--- src/rtl/gcd_if.sv ---
// Operand/result handshake bundle for gcd_engine.
// The producer/consumer side uses master; the engine uses slave.
interface gcd_if #(
    parameter int unsigned W  = 8,
    parameter int unsigned CW = 8
);
    logic          in_valid;
    logic          in_ready;
    logic [W-1:0]  x0;
    logic [W-1:0]  y0;
    logic          out_valid;
    logic          out_ready;
    logic [W-1:0]  gcd;
    logic [CW-1:0] iters;
    logic          zero_err;

    modport master (
        output in_valid, x0, y0, out_ready,
        input  in_ready, out_valid, gcd, iters, zero_err
    );

    modport slave (
        input  in_valid, x0, y0, out_ready,
        output in_ready, out_valid, gcd, iters, zero_err
    );
endinterface

--- src/rtl/gcd_engine.sv ---
// Iterative GCD engine with valid/ready handshakes and a saturating step count.
// Define GCD_STEIN_EN to iterate with the binary (Stein) algorithm instead of subtraction.
module gcd_engine #(
    parameter int unsigned W  = 8,
    parameter int unsigned CW = 8
) (
    input  logic   clk,
    input  logic   rst_n,
    gcd_if.slave   bus,
    output logic   busy
);
    localparam logic [CW-1:0] ITER_MAX = '1;
`ifdef GCD_STEIN_EN
    localparam int unsigned KW = $clog2(W) + 1;
`endif

    typedef enum logic [1:0] {IDLE, RUN, DONE} state_t;

    state_t        state_q, state_d;
    logic [W-1:0]  x_q, x_d;
    logic [W-1:0]  y_q, y_d;
    logic [W-1:0]  gcd_q, gcd_d;
    logic [CW-1:0] iters_q, iters_d;
    logic [CW-1:0] iters_inc;
    logic          zero_err_q, zero_err_d;
    logic          in_ready_q, in_ready_d;
    logic          out_valid_q, out_valid_d;
    logic          busy_q, busy_d;
`ifdef GCD_STEIN_EN
    logic [KW-1:0] k_q, k_d;
`endif

    // Next-state and datapath update
    always_comb begin
        state_d    = state_q;
        x_d        = x_q;
        y_d        = y_q;
        gcd_d      = gcd_q;
        iters_d    = iters_q;
        zero_err_d = zero_err_q;
`ifdef GCD_STEIN_EN
        k_d        = k_q;
`endif
        iters_inc  = (iters_q == ITER_MAX) ? iters_q : iters_q + CW'(1);

        case (state_q)
            IDLE: begin
                if (bus.in_valid) begin
                    x_d        = bus.x0;
                    y_d        = bus.y0;
                    iters_d    = '0;
                    zero_err_d = 1'b0;
`ifdef GCD_STEIN_EN
                    k_d        = '0;
`endif
                    if ((bus.x0 == '0) || (bus.y0 == '0)) begin
                        gcd_d      = bus.x0 | bus.y0;
                        zero_err_d = (bus.x0 == '0) && (bus.y0 == '0);
                        state_d    = DONE;
                    end else begin
                        state_d = RUN;
                    end
                end
            end
            RUN: begin
`ifdef GCD_STEIN_EN
                // Stein: one action per cycle; common factors of two tracked in k
                if (x_q == y_q) begin
                    gcd_d   = x_q << k_q;
                    state_d = DONE;
                end else begin
                    iters_d = iters_inc;
                    if (!x_q[0] && !y_q[0]) begin
                        x_d = x_q >> 1;
                        y_d = y_q >> 1;
                        k_d = k_q + KW'(1);
                    end else if (!x_q[0]) begin
                        x_d = x_q >> 1;
                    end else if (!y_q[0]) begin
                        y_d = y_q >> 1;
                    end else if (x_q > y_q) begin
                        x_d = x_q - y_q;
                    end else begin
                        y_d = y_q - x_q;
                    end
                end
`else
                if (x_q == y_q) begin
                    gcd_d   = x_q;
                    state_d = DONE;
                end else if (x_q > y_q) begin
                    x_d     = x_q - y_q;
                    iters_d = iters_inc;
                end else begin
                    y_d     = y_q - x_q;
                    iters_d = iters_inc;
                end
`endif
            end
            DONE: begin
                if (bus.out_ready) begin
                    state_d = IDLE;
                end
            end
            default: state_d = IDLE;
        endcase

        in_ready_d  = (state_d == IDLE);
        out_valid_d = (state_d == DONE);
        busy_d      = (state_d != IDLE);
    end

    always_ff @(posedge clk) begin
        if (!rst_n) begin
            state_q     <= IDLE;
            x_q         <= '0;
            y_q         <= '0;
            gcd_q       <= '0;
            iters_q     <= '0;
            zero_err_q  <= 1'b0;
            in_ready_q  <= 1'b1;
            out_valid_q <= 1'b0;
            busy_q      <= 1'b0;
`ifdef GCD_STEIN_EN
            k_q         <= '0;
`endif
        end else begin
            state_q     <= state_d;
            x_q         <= x_d;
            y_q         <= y_d;
            gcd_q       <= gcd_d;
            iters_q     <= iters_d;
            zero_err_q  <= zero_err_d;
            in_ready_q  <= in_ready_d;
            out_valid_q <= out_valid_d;
            busy_q      <= busy_d;
`ifdef GCD_STEIN_EN
            k_q         <= k_d;
`endif
        end
    end

    assign bus.in_ready  = in_ready_q;
    assign bus.out_valid = out_valid_q;
    assign bus.gcd       = gcd_q;
    assign bus.iters     = iters_q;
    assign bus.zero_err  = zero_err_q;
    assign busy          = busy_q;
endmodule

--- src/flat_wrapper.sv ---
// flat-port wrapper written by rule: the top's interface ports become plain ports
module gcd_engine_flat 
#(
    parameter int unsigned W  = 8,
    parameter int unsigned CW = 8
)
  (clk, rst_n, busy, bus_in_valid, bus_x0, bus_y0, bus_out_ready, bus_in_ready, bus_out_valid, bus_gcd, bus_iters, bus_zero_err);
  gcd_if #(.W(W), .CW(CW)) bus_i ();
  input  logic clk;
  input  logic rst_n;
  output logic busy;
  input wire logic [$bits(bus_i.in_valid)-1:0] bus_in_valid;
  input wire logic [$bits(bus_i.x0)-1:0] bus_x0;
  input wire logic [$bits(bus_i.y0)-1:0] bus_y0;
  input wire logic [$bits(bus_i.out_ready)-1:0] bus_out_ready;
  output wire logic [$bits(bus_i.in_ready)-1:0] bus_in_ready;
  output wire logic [$bits(bus_i.out_valid)-1:0] bus_out_valid;
  output wire logic [$bits(bus_i.gcd)-1:0] bus_gcd;
  output wire logic [$bits(bus_i.iters)-1:0] bus_iters;
  output wire logic [$bits(bus_i.zero_err)-1:0] bus_zero_err;
  assign bus_i.in_valid = bus_in_valid;
  assign bus_i.x0 = bus_x0;
  assign bus_i.y0 = bus_y0;
  assign bus_i.out_ready = bus_out_ready;
  assign bus_in_ready = bus_i.in_ready;
  assign bus_out_valid = bus_i.out_valid;
  assign bus_gcd = bus_i.gcd;
  assign bus_iters = bus_i.iters;
  assign bus_zero_err = bus_i.zero_err;
  gcd_engine #(.W(W), .CW(CW)) u_core (.clk(clk), .rst_n(rst_n), .bus(bus_i), .busy(busy));
endmodule
--- config.mk ---
export PLATFORM = sky130hd
export DESIGN_NAME = gcd_engine_flat
export DESIGN_NICKNAME = d
export VERILOG_FILES = /design/src/rtl/gcd_if.sv /design/src/rtl/gcd_engine.sv /design/src/flat_wrapper.sv
export SDC_FILE = /design/constraint.sdc
export NUM_CORES = 1
export LEC_CHECK = 0
export CAP_MARGIN = 40
export CORE_MARGIN = 2
export CORE_UTILIZATION = 49
export DETAILED_ROUTE_END_ITERATION = 16
export PLACE_DENSITY = 0.83
export SYNTH_ARGS = -nofsm -noshare
export SYNTH_HDL_FRONTEND = slang
export SYNTH_SLANG_ARGS = --single-unit
export TNS_END_PERCENT = 20
--- constraint.sdc ---
create_clock -name clk -period 2.18 [get_ports clk]
set_clock_uncertainty 0.15 [all_clocks]
set_input_delay 0.218 -clock clk [delete_from_list [all_inputs] [get_ports clk]]
set_output_delay 0.218 -clock clk [all_outputs]
set_load 0.05 [all_outputs]
Word level (Yosys, flattened, before mapping)
Cells that the tools add are included.
{ "word_totals": {"regBits": 38, "latchBits": 0, "ramBits": 0, "mem_bits_ro": 0, "wordCells": 61, "n_memories": 0} }
{ "classes": {"add_sub_neg": 3, "n_mul": 0, "div_mod_pow": 0, "n_lt_le_gt_ge": 1, "n_eq_ne": 12, "shifts": 0, "mux": 22, "bitwise": 1, "reduce_logical": 13} }
{ "ops": {"columns": ["op", "count"], "rows": [
  ["$mux W8", 12],
  ["$pmux W8 S2", 4],
  ["$logic_not A8 Y1", 2],
  ["$reduce_and A4 Y1", 4],
  ["$sub A8 B8 Y8", 2],
  ["$add A8 B1 Y8 const B", 1],
  ["$eq A8 B8 Y1", 1],
  ["$eq A8 B8 Y1 const B", 1],
  ["$gt A8 B8 Y1", 1],
  ["$mux W2", 4],
  ["$ne A2 B2 Y1 const B", 4],
  ["$or A8 B8 Y8", 1],
  ["$ne A2 B1 Y1 const B", 3],
  ["$pmux W2 S3", 1],
  ["$eq A2 B2 Y1 const B", 2],
  ["$logic_not A2 Y1", 2],
  ["$reduce_bool A2 Y1", 2],
  ["$eq A2 B1 Y1 const B", 1],
  ["$reduce_and A2 Y1", 1],
  ["$logic_and A1 B1 Y1", 1],
  ["$logic_or A1 B1 Y1", 1],
  ["$mux W1", 1]
]} }

Depth between registers and ports, before layout
Gate-level depths: netlist of run 1.
{ "logic_depth": {"depth_word": 6, "ltp_mapped": 9} }

Least setup slack after synthesis of run 1
Ideal clock, no wire load.
{ "synth_path": {"path_type": "reg-to-reg", "start": "register u_core.x_q[0]", "end": "register u_core.x_q[1]", "t_arrival_ns": 2.067, "path_slack_ns": -0.153, "path_stages_with_launch": 9, "n_path_buf": 0, "synth_period_minus_slack_ns": 2.333, "path_cell_list": "dfxtp_1 > inv_1 > ha_1 > fa_1 > nor2b_4 > o31ai_1 > a2111oi_4 > o221ai_1 > o211a_1"} }
{ "synth_via": {"elab_chain_cells": 4} }
{ "synth_lines": {"columns": ["element", "line_no", "source"], "rows": [
  ["from (decl)", "gcd_engine.sv:20", "logic [W-1:0] x_q, x_d;"],
  ["from (signal assigned)", "gcd_engine.sv:116", "x_q <= '0;"],
  ["from (signal assigned)", "gcd_engine.sv:129", "x_q <= x_d;"],
  ["$sub A8 B8 Y8", "gcd_engine.sv:92", "x_d = x_q - y_q;"],
  ["$mux W8", "gcd_engine.sv:91", "end else if (x_q > y_q) begin"],
  ["$mux W8", "gcd_engine.sv:88", "if (x_q == y_q) begin"],
  ["$pmux W8 S2", "gcd_engine.sv:46", "case (state_q)"]
]} }
Parallel ways exist; a longest one is shown, timed or not. The select of a mux whose other input is x is not followed.
A chain may end at the register's enable or synchronous reset.

Final worst setup path of run 1
{ "layout_path": {"start": "register u_core.x_q[0]", "end": "register u_core.y_q[0]"} }
{ "layout_via": {"elab_chain_cells": 4} }
{ "layout_lines": {"columns": ["element", "line_no", "source"], "rows": [
  ["$sub A8 B8 Y8", "gcd_engine.sv:95", "y_d = y_q - x_q;"],
  ["$mux W8", "gcd_engine.sv:91", null],
  ["$mux W8", "gcd_engine.sv:88", null],
  ["$pmux W8 S2", "gcd_engine.sv:46", null],
  ["to (signal assigned)", "gcd_engine.sv:130", "y_q <= y_d;"],
  ["to (decl)", "gcd_engine.sv:21", "logic [W-1:0] y_q, y_d;"]
]} }
Parallel ways exist; a longest one is shown, timed or not. The select of a mux whose other input is x is not followed.

==> results of run 1 <==
-- placed cells by master (no fill, tap or decap), types with 3 or more instances in the layout --
master	count
a211o_1	7
a211oi_1	4
a21oi_1	14
a311oi_1	5
and2_1	5
buf_4	68
clkbuf_8	6
clkdlybuf4s50_1	39
dfxtp_1	30
dfxtp_2	8
ha_1	10
ha_4	6
inv_1	16
mux2i_1	10
nand2_1	24
nand2_2	3
nand2b_1	5
nand3_1	7
nand3b_1	6
nand4_1	5
nor2_1	18
nor2b_1	5
nor3_1	15
o211a_1	4
o211ai_1	3
o21a_1	4
o21ai_0	10
o22ai_1	3
o31a_1	5
o31ai_1	3
or4_1	5
xnor2_1	3
xor2_1	5
-- path summary, 6_finish.rpt --
kind	from	endpoint	slack, ns	depth (start not counted)
setup / recovery	u_core.x_q[0]$_SDFFE_PN0P_	u_core.y_q[0]$_SDFFE_PN0P_	-0.27	9
hold reg to reg	u_core.bus.gcd[7]$_SDFFE_PN0P_	u_core.bus.gcd[7]$_SDFFE_PN0P_	0.31	2
hold / removal	u_core.bus.gcd[7]$_SDFFE_PN0P_	u_core.bus.gcd[7]$_SDFFE_PN0P_	0.31	2
setup reg to reg	u_core.x_q[0]$_SDFFE_PN0P_	u_core.y_q[0]$_SDFFE_PN0P_	-0.27	9
-- kinds of logic after synthesis --
logic type,count (synthesis),share of synthesized area [%]
buffers and inverters,36,6.07
and+or+nand+nor,113,22.6
muxes,12,4.61
adders and majority gates,18,9.03
AOI/OAI and AO/OA,91,26.4
DFF,38,28.6
xor gates and xnor gates,8,2.63
-- metal layers --
layer	up-vias	GRT usage, %
met3	57	5.58
met1	1419	37.6
met5	-	0
li1	1366	-
met4	0	14.8
met2	189	57.3
-- cell usage after synthesis, types with 3 or more instances --
cell        n
o211a_1     4
o21a_1      4
or4_1       5
o22ai_1     3
nand3_1     7
o31a_1      5
nor3_1     17
a211oi_1    5
and2_1      5
inv_1      18
nor2_1     18
nand4_1     5
nor2b_1     5
o31ai_1     5
o21ai_0    12
a21o_1      3
xnor2_1     3
mux2i_1    10
buf_2       3
nand2_1    29
dfxtp_1    38
ha_1       16
o211ai_1    3
a211o_1     7
nand2b_1    5
clkbuf_1    9
a21oi_1    15
o2111ai_1   3
a311oi_1    6
nand3b_1    6
xor2_1      5
-- area by class of cell --
cell class                 count  area share (%)
clock buffer                   6            2.11
clock inverter                 1           0.768
inverter                      18            1.73
multi-input combinational    242            49.9
sequential                    38            19.7
tap                           70            2.24
timing repair buffer         109            23.6
-- state kept, by name, indices dropped and copies added, names as in the netlist --
name and count:
u_core.busy 1, u_core.bus.gcd 8, u_core.x_q 8, u_core.bus.zero_err 1
u_core.state_q 2, u_core.bus.in_ready 1, u_core.bus.out_valid 1, u_core.bus.iters 8
u_core.y_q 8
-- through the flow --
step                      cell area, um2  util [%]  instances
final                               3910      75.6        484
after detailed placement            3560      68.8        468
after CTS                           3780      73.1        479
after floorplan                     2730         -        316
after global placement              3560      68.8        468
after global routing                3910      75.6        484
-- power breakdown --
part	switching, uW	internal, uW
logic	2240	1900
registers	142	867
clock network	259	366
-- worst register-to-register path: cells and delay by family, from the launching register on --
| kind | cells | cell delay (ns) |
|---|---|---|
| AO/OA/AOI/OAI | 3 | 0.65 |
| adder cells (fa/ha/maj) | 2 | 0.36 |
| flip-flops | 1 | 0.34 |
| buffers and inverters | 2 | 0.22 |
| AND/OR/NAND/NOR | 2 | 0.60 |
-- timing repair --
action,4_1_cts,5_1_grt
endpoints found under the setup margin,30,33
resized for setup,17,16
pin swaps,12,12
endpoints found under the hold margin,0,0
buffers inserted,4,5
==> impl_metrics.py, run 1 <==
metrics = {
    "sta": {
        "tightest_slew_ns": 0.509,
        "clock.fmax_mhz": 408,
        "maxSlewViolCount": 0,
        "setup-violations-final": 18,
        "min_period_over_period_pct": 112,
        "rsz0062_at_grt": "true",
        "finalCriticalPeriod_ns": 2.45,
        "hold_ws_ns": 0.314,
        "finalSetupTns_ns": -2.71,
        "setup_ws_ns": -0.270,
        "hold_viol": 0,
        "slew_headroom_pct": 65.9,
    },
    "route": {
        "highest_layer": "met4",
        "dr.pass1.iters": 5,
        "vias": 3031,
        "vias_per_cell": 6.26,
        "finalWirelength_um": 9870,
        "postRouteAntennaNets": 0,
        "met2RoutedLength_um": 4960,
        "drc_errors": 0,
        "wl_per_cell_um": 20.4,
        "wl_met1_um": 3580,
        "wl_met3_um": 717,
        "drt_iter0_drc": 347,
    },
    "floorplan": {
        "dieArea_um2": 6030,
        "coreArea_um2": 5170,
        "rows": 26,
        "die_h_um": 77.7,
        "start_util_pct": 51.4,
        "ios": 40,
        "die_w_um": 77.7,
    },
    "pwr": {
        "p_total_uw": 5770,
        "p_leak_uw": 0.00160,
        "ir_worst_vdd_v": 0.00121,
        "pwr_density_cell_nw_per_um2": 1470,
    },
    "cts": {
        "cts_max_level": 2,
        "insertion_delay_ns": 0.30,
        "tritoncts": "yes",
        "cts.clk_slew.worst_paths_ns": 0.08,
        "cts_buffers": 5,
        "root_buffer": "clkbuf_8",
        "hold_buffers": 0,
        "cts.sinks": 38,
        "clk_path_buf_depth": 2,
    },
    "global_route": {
        "grt_pass1_vias": 3039,
        "grt.total_usage_pct": 32.3,
        "grt_pass1_wl_um": 15300,
        "grt_antenna_before_repair": 0,
        "gr-total-overflow": 0,
        "grt_max_degree": 27,
    },
    "place": {
        "place_ws_ns": -0.168,
        "hpwl_um": 6820,
        "port_buffers": 39,
        "place.gp.congestion": 0.988,
    },
    "yosys": {
        "yosysTopAreaCell": "dfxtp_1",
        "synth_ff_type": "dfxtp_1",
        "syn_area_um2": 2660,
        "synth.area.top_cells": "dfxtp_1 29%, ha_1 7.5%, nand2_1 4.1%",
        "synth-seq-cells": 38,
        "syn_nets": 354,
        "avgSynthCellArea_um2": 8.42,
        "yosysUniqueCellTypes": 57,
        "yosysSeqAreaShare_pct": 28.6,
        "async_flop_share_pct": 0,
        "yosys_warnings": 0,
        "synth_edf_count": 0,
        "synthCells": 316,
        "synth.top_cell.area_share_pct": 28.6,
    },
    "cells_and_area": {
        "nNetsFinal": 452,
        "fillers": 335,
        "multi_input_area_um2": 1950,
        "syn2layout_area_growth_pct": 47.1,
        "drive_gt1_share_pct": 30.2,
        "seq_area_um2": 771,
        "antennaDiodeCount": 0,
    },
    "min_path": {
        "hold_path_class": "reg -> reg",
    },
    "setup_path": {
        "critical-path-max-stage-delay_ns": 0.54,
        "path_buf_inv": 2,
        "worstPathRequired_ns": 2.19,
        "critPathArrivalTime_ns": 2.46,
        "crit_type": "reg -> reg",
        "crit_family": "compound AO/OA/AOI/OAI gates",
        "cpMaxStageDelayCell": "or4_4",
        "crit_path_start_kind": "flip-flop",
        "crit_chain": "inv_2 > ha_4 > fa_2 > nor2b_4 > buf_4 > o31a_1 > or4_4 > a221oi_2 > a311oi_1",
        "cp_max_fo": 9,
        "end_kind": "flip-flop",
    },
    "outcome": {
        "status": "finished with violations",
        "violations": "negative setup slack",
    },
    "run": {
        "drv_cap": 0,
    },
}
(Power assumes the default switching activity.)
==> run 2, diff against run 1 <==
--- a/config.mk
+++ b/config.mk
@@ -5,11 +5,13 @@
 export SDC_FILE = /design/constraint.sdc
 export NUM_CORES = 1
 export LEC_CHECK = 0
+export ABC_AREA = 0
 export CAP_MARGIN = 40
 export CORE_MARGIN = 2
 export CORE_UTILIZATION = 49
 export DETAILED_ROUTE_END_ITERATION = 16
 export PLACE_DENSITY = 0.83
+export SKIP_LAST_GASP = 1
 export SYNTH_ARGS = -nofsm -noshare
 export SYNTH_HDL_FRONTEND = slang
 export SYNTH_SLANG_ARGS = --single-unit
==> impl_metrics.py, run 2 (synthesized netlist as in run 1, its figures left out) <==
metrics = {
    "outcome": {
        "status": "finished with violations",
        "violations": "negative setup slack",
    },
    "cts": {
        "cts.sinks": 38,
        "cts.clk_slew.worst_paths_ns": 0.08,
        "cts_buffers": 5,
        "root_buffer": "clkbuf_8",
        "cts_max_level": 2,
        "insertion_delay_ns": 0.30,
        "hold_buffers": 0,
        "tritoncts": "yes",
        "clk_path_buf_depth": 2,
    },
    "sta": {
        "setup-violations-final": 29,
        "hold_viol": 0,
        "rsz0062_at_grt": "true",
        "tightest_slew_ns": 0.613,
        "setup_ws_ns": -0.272,
        "maxSlewViolCount": 0,
        "finalCriticalPeriod_ns": 2.45,
        "clock.fmax_mhz": 408,
        "min_period_over_period_pct": 112,
        "slew_headroom_pct": 58.8,
    },
    "setup_path": {
        "cp_max_fo": 9,
        "path_buf_inv": 2,
        "crit_path_start_kind": "flip-flop",
        "critPathArrivalTime_ns": 2.54,
        "crit_chain": "inv_2 > ha_4 > fa_2 > nor2b_4 > buf_4 > o31a_1 > or4_4 > nand2_1 > a31o_2",
        "end_kind": "flip-flop",
        "crit_type": "reg -> reg",
        "critical-path-max-stage-delay_ns": 0.52,
        "crit_family": "simple AND/OR/NAND/NOR gates",
        "crit_start": "u_core.x_q[0]$_SDFFE_PN0P_",
        "rr_startpoint": "u_core.x_q[0]$_SDFFE_PN0P_",
        "worstPathRequired_ns": 2.27,
        "cpMaxStageDelayCell": "or4_4",
    },
    "floorplan": {
        "rows": 26,
        "start_util_pct": 51.4,
        "die_w_um": 77.7,
        "die_h_um": 77.7,
        "coreArea_um2": 5170,
        "ios": 40,
        "dieArea_um2": 6030,
    },
    "min_path": {
        "min_from": "u_core.bus.gcd[7]$_SDFFE_PN0P_",
        "hold_path_class": "reg -> reg",
    },
    "pwr": {
        "netSwitchingFraction_pct": 45.0,
        "seq_power_share_pct": 17.4,
        "clkPwrFrac_pct": 10.7,
        "pwr_density_cell_nw_per_um2": 1480,
        "p_leak_uw": 0.00163,
        "p_total_uw": 5830,
        "p_sw_uw": 2620,
        "ir_worst_vdd_v": 0.00133,
        "p_int_uw": 3210,
        "comb_power_share_pct": 71.9,
    },
    "cells_and_area": {
        "nNetsFinal": 457,
        "antennaDiodeCount": 0,
        "final_common_cell": "buf_4",
        "fillers": 318,
        "layout_common_cells": "73 x buf_4, 39 x clkdlybuf4s50_1, 29 x dfxtp_1",
        "final_area_um2": 3950,
        "multi_input_area_um2": 1950,
        "seq_area_um2": 772,
        "drive_gt1_share_pct": 31.0,
        "syn2layout_area_growth_pct": 48.5,
        "instances_no_fill": 489,
    },
    "route": {
        "wl_per_cell_um": 19.6,
        "postRouteAntennaNets": 0,
        "drc_errors": 0,
        "dr.pass1.iters": 5,
        "vias": 3019,
        "vias_per_cell": 6.17,
        "finalWirelength_um": 9570,
        "drt_iter0_drc": 296,
    },
    "global_route": {
        "grt.total_usage_pct": 31.8,
        "grt_antenna_before_repair": 0,
        "grt_max_degree": 27,
        "grt_pass1_wl_um": 15000,
        "grt_pass1_vias": 2996,
        "gr-total-overflow": 0,
    },
    "place": {
        "place.gp.congestion": 0.988,
        "place_inst": 468,
        "hpwl_um": 6820,
        "port_buffers": 39,
        "place_area_um2": 3560,
    },
    "run": {
        "drv_cap": 0,
    },
}
run 2: area by class of cell:
type                       count  share of cell area [%]
tap                           70                    2.22
clock buffer                   6                    2.09
multi-input combinational    242                    49.4
sequential                    38                    19.5
inverter                      18                    1.71
clock inverter                 1                   0.760
timing repair buffer         114                    24.3
run 2: path summary, 6_finish.rpt:
| check | endpoint | slack, ns | cells past startpoint |
|---|---|---|---|
| max reg2reg | u_core.y_q[7]$_SDFFE_PN0P_ | -0.27 | 9 |
| min reg2reg | u_core.bus.gcd[7]$_SDFFE_PN0P_ | 0.32 | 2 |
| min | u_core.bus.gcd[7]$_SDFFE_PN0P_ | 0.32 | 2 |
| max | u_core.y_q[7]$_SDFFE_PN0P_ | -0.27 | 9 |
run 2: routing by layer:
metal / share of wire, % / track usage, % / wire [um]
met5: 0 / 0 / 0
met4: 5.5 / 16.1 / 531
met1: 36 / 36.0 / 3490
met2: 52 / 56.0 / 4930
met3: 6.5 / 6.51 / 623
run 2: power by group through the flow:
stage	clock network, uW	logic, uW	registers, uW
CTS	629	3640	988
detailed placement	0	3470	999
global route	656	4450	1030
global placement	0	3340	988
floorplan	0	2210	1080
finish	624	4190	1020
run 2: through the flow:
step                      hold WS (ns)  setup TNS (ns)  setup slack, ns  utilization (%)
after floorplan                  0.223         -0.0808          -0.0360                -
after global placement           0.298           -1.97           -0.119             68.8
after detailed placement         0.305           -3.73           -0.168             68.8
after CTS                        0.317           -1.84           -0.127             72.4
after global routing             0.335           -5.93           -0.308             76.4
final                            0.315           -3.57           -0.272             76.4
run 2: worst reg2reg max path, delay by kind of cell (launching register included):
family / cells / cell delay [ns]
and+or+nand+nor: 3 / 0.79
buffers and inverters: 2 / 0.21
AOI/OAI and AO/OA: 2 / 0.53
adders and majority gates: 2 / 0.36
DFF: 1 / 0.34
run 2: what timing repair did:
item / CTS / global route
setup buffers: 4 / 10
pin swaps: 8 / 10
setup endpoints to repair: 30 / 33
endpoints found under the hold margin: 0 / 0
gates resized for setup: 9 / 20
==> run 3, diff against run 2 <==
--- a/config.mk
+++ b/config.mk
@@ -9,10 +9,10 @@
 export CAP_MARGIN = 40
 export CORE_MARGIN = 2
 export CORE_UTILIZATION = 49
+export CTS_BUF_LIST = sky130_fd_sc_hd__clkbuf_16
 export DETAILED_ROUTE_END_ITERATION = 16
 export PLACE_DENSITY = 0.83
 export SKIP_LAST_GASP = 1
 export SYNTH_ARGS = -nofsm -noshare
 export SYNTH_HDL_FRONTEND = slang
 export SYNTH_SLANG_ARGS = --single-unit
-export TNS_END_PERCENT = 20
==> impl_metrics.py, run 3 (synthesized netlist as in run 1, its figures left out) <==
metrics = {
    "cells_and_area": {
        "antennaDiodeCount": 0,
        "instances_no_fill": 489,
        "drive_gt1_share_pct": 32.5,
        "layout_common_cells": "72 x buf_4, 39 x clkdlybuf4s50_1, 30 x dfxtp_1",
        "syn2layout_area_growth_pct": 50.9,
        "seq_area_um2": 773,
        "multi_input_area_um2": 1970,
        "nNetsFinal": 457,
        "fillers": 319,
        "final_common_cell": "buf_4",
    },
    "setup_path": {
        "crit_path_start_kind": "flip-flop",
        "cpMaxStageDelayCell": "dfxtp_2",
        "critical-path-max-stage-delay_ns": 0.36,
        "crit_top_cell": "buf_4",
        "crit_chain": "inv_2 > ha_4 > fa_2 > nor2b_4 > o31ai_2 > buf_4 > a2111oi_4 > buf_4 > nor3_1 > a311oi_1",
        "critPathArrivalTime_ns": 2.47,
        "end_kind": "flip-flop",
        "r2r.worst_path.cells": 10,
        "cp_max_fo": 4,
        "crit_type": "reg -> reg",
        "path_depth": 10,
        "crit_family": "compound AO/OA/AOI/OAI gates",
        "worstPathRequired_ns": 2.20,
        "path_buf_inv": 3,
    },
    "route": {
        "finalWirelength_um": 10900,
        "drt_iter0_drc": 395,
        "postRouteAntennaNets": 0,
        "wl_per_cell_um": 22.2,
        "drc_errors": 0,
        "vias_per_cell": 6.59,
        "vias": 3221,
        "dr.pass1.iters": 5,
    },
    "sta": {
        "maxSlewViolCount": 0,
        "min_period_over_period_pct": 112,
        "hold_viol": 0,
        "tightest_slew_ns": 0.542,
        "setup-violations-final": 24,
        "setup_ws_ns": -0.265,
        "clock.fmax_mhz": 409,
        "rsz0062_at_grt": "true",
        "finalSetupTns_ns": -3.76,
        "finalCriticalPeriod_ns": 2.44,
        "slew_headroom_pct": 63.9,
    },
    "cts": {
        "cts.sinks": 38,
        "cts.clk_slew.worst_paths_ns": 0.06,
        "insertion_delay_ns": 0.28,
        "cts_max_level": 2,
        "clk_path_buf_depth": 2,
        "root_buffer": "clkbuf_16",
        "cts_buffers": 5,
        "tritoncts": "yes",
    },
    "pwr": {
        "p_int_uw": 3410,
        "seq_power_share_pct": 16.6,
        "ir_worst_vdd_v": 0.00133,
        "p_sw_uw": 2790,
        "comb_power_share_pct": 70.2,
        "p_leak_uw": 0.00164,
        "p_total_uw": 6200,
        "clkPwrFrac_pct": 13.2,
        "pwr_density_cell_nw_per_um2": 1540,
        "netSwitchingFraction_pct": 45.1,
    },
    "global_route": {
        "use_met2_pct": 58.4,
        "use_met3_pct": 9.88,
        "gr-total-overflow": 0,
        "grt.total_usage_pct": 35.1,
        "busiest_layer": "met2",
        "grt_pass1_vias": 3202,
        "grt_pass1_wl_um": 16400,
        "met1_usage_pct": 38.7,
        "grt_antenna_before_repair": 0,
        "grt_max_degree": 27,
    },
    "floorplan": {
        "die_h_um": 77.7,
        "dieArea_um2": 6030,
        "ios": 40,
        "rows": 26,
        "coreArea_um2": 5170,
        "start_util_pct": 51.4,
        "die_w_um": 77.7,
    },
    "outcome": {
        "violations": "negative setup slack",
        "status": "finished with violations",
    },
    "run": {
        "drv_cap": 0,
    },
    "place": {
        "place.gp.congestion": 0.988,
        "port_buffers": 39,
        "place_inst": 468,
        "hpwl_um": 6820,
    },
    "min_path": {
        "min_path_cells": 2,
        "hold_path_class": "reg -> reg",
    },
}
## run 3: changes by cell type in the layout (fill, tap and decap cells not counted), sizes merged
cell	before	now
clkbuf	6	5
buf	75	74
or4	6	7
clkinv	0	1
## run 3: power groups by stage
stage                     clock, uW  combinational [uW]  sequential, uW
final                           819                4350            1030
after global routing            857                4580            1040
after CTS                       809                3810            1010
after detailed placement          0                3470             999
after global placement            0                3340             988
after floorplan                   0                2210            1080
## run 3: final timing paths
check	slack, ns	end	start
worst max-delay path	-0.26	u_core.x_q[4]$_SDFFE_PN0P_	u_core.x_q[0]$_SDFFE_PN0P_
worst min-delay path	0.31	u_core.bus.gcd[7]$_SDFFE_PN0P_	u_core.bus.gcd[7]$_SDFFE_PN0P_
worst max register to register	-0.26	u_core.x_q[4]$_SDFFE_PN0P_	u_core.x_q[0]$_SDFFE_PN0P_
worst min register to register	0.31	u_core.bus.gcd[7]$_SDFFE_PN0P_	u_core.bus.gcd[7]$_SDFFE_PN0P_
## run 3: what timing repair did
action	in CTS	in global routing
setup endpoints to repair	30	35
gates cloned	1	0
hold buffers	0	0
pin swaps	15	17
buffers inserted	6	7
resized for setup	23	16
## run 3: stage by stage
| stage | setup slack, ns | hold WS, ns | instance area [um2] | util [%] |
|---|---|---|---|---|
| final | -0.265 | 0.314 | 4020 | 77.6 |
| after global routing | -0.308 | 0.334 | 4020 | 77.6 |
| after CTS | -0.131 | 0.315 | 3870 | 74.9 |
| after detailed placement | -0.168 | 0.305 | 3560 | 68.8 |
| after global placement | -0.119 | 0.298 | 3560 | 68.8 |
| after floorplan | -0.0360 | 0.223 | 2730 | - |
## run 3: worst reg2reg max path, stage by stage (launching register included)
cell and delay [ns]:
dfxtp_2 0.36, inv_2 0.07, ha_4 0.16, fa_2 0.36
nor2b_4 0.14, o31ai_2 0.09, buf_4 0.15, a2111oi_4 0.32
buf_4 0.21, nor3_1 0.06, a311oi_1 0.26
## run 3: cell type report
type / instances / area share [%]
Tap cell: 70 / 2.18
Inverter: 18 / 1.68
Timing Repair Buffer: 113 / 23.7
Clock buffer: 5 / 3.12
Multi-Input combinational cell: 243 / 49.2
Sequential cell: 38 / 19.3
Clock inverter: 2 / 0.841
## run 3: metal layers
| metal | vias to the layer above | part of all wire (%) |
|---|---|---|
| met5 | - | 0 |
| met4 | 0 | 8.2 |
| met3 | 80 | 9.2 |
| met2 | 234 | 49 |
| met1 | 1524 | 34 |
| li1 | 1383 | - |
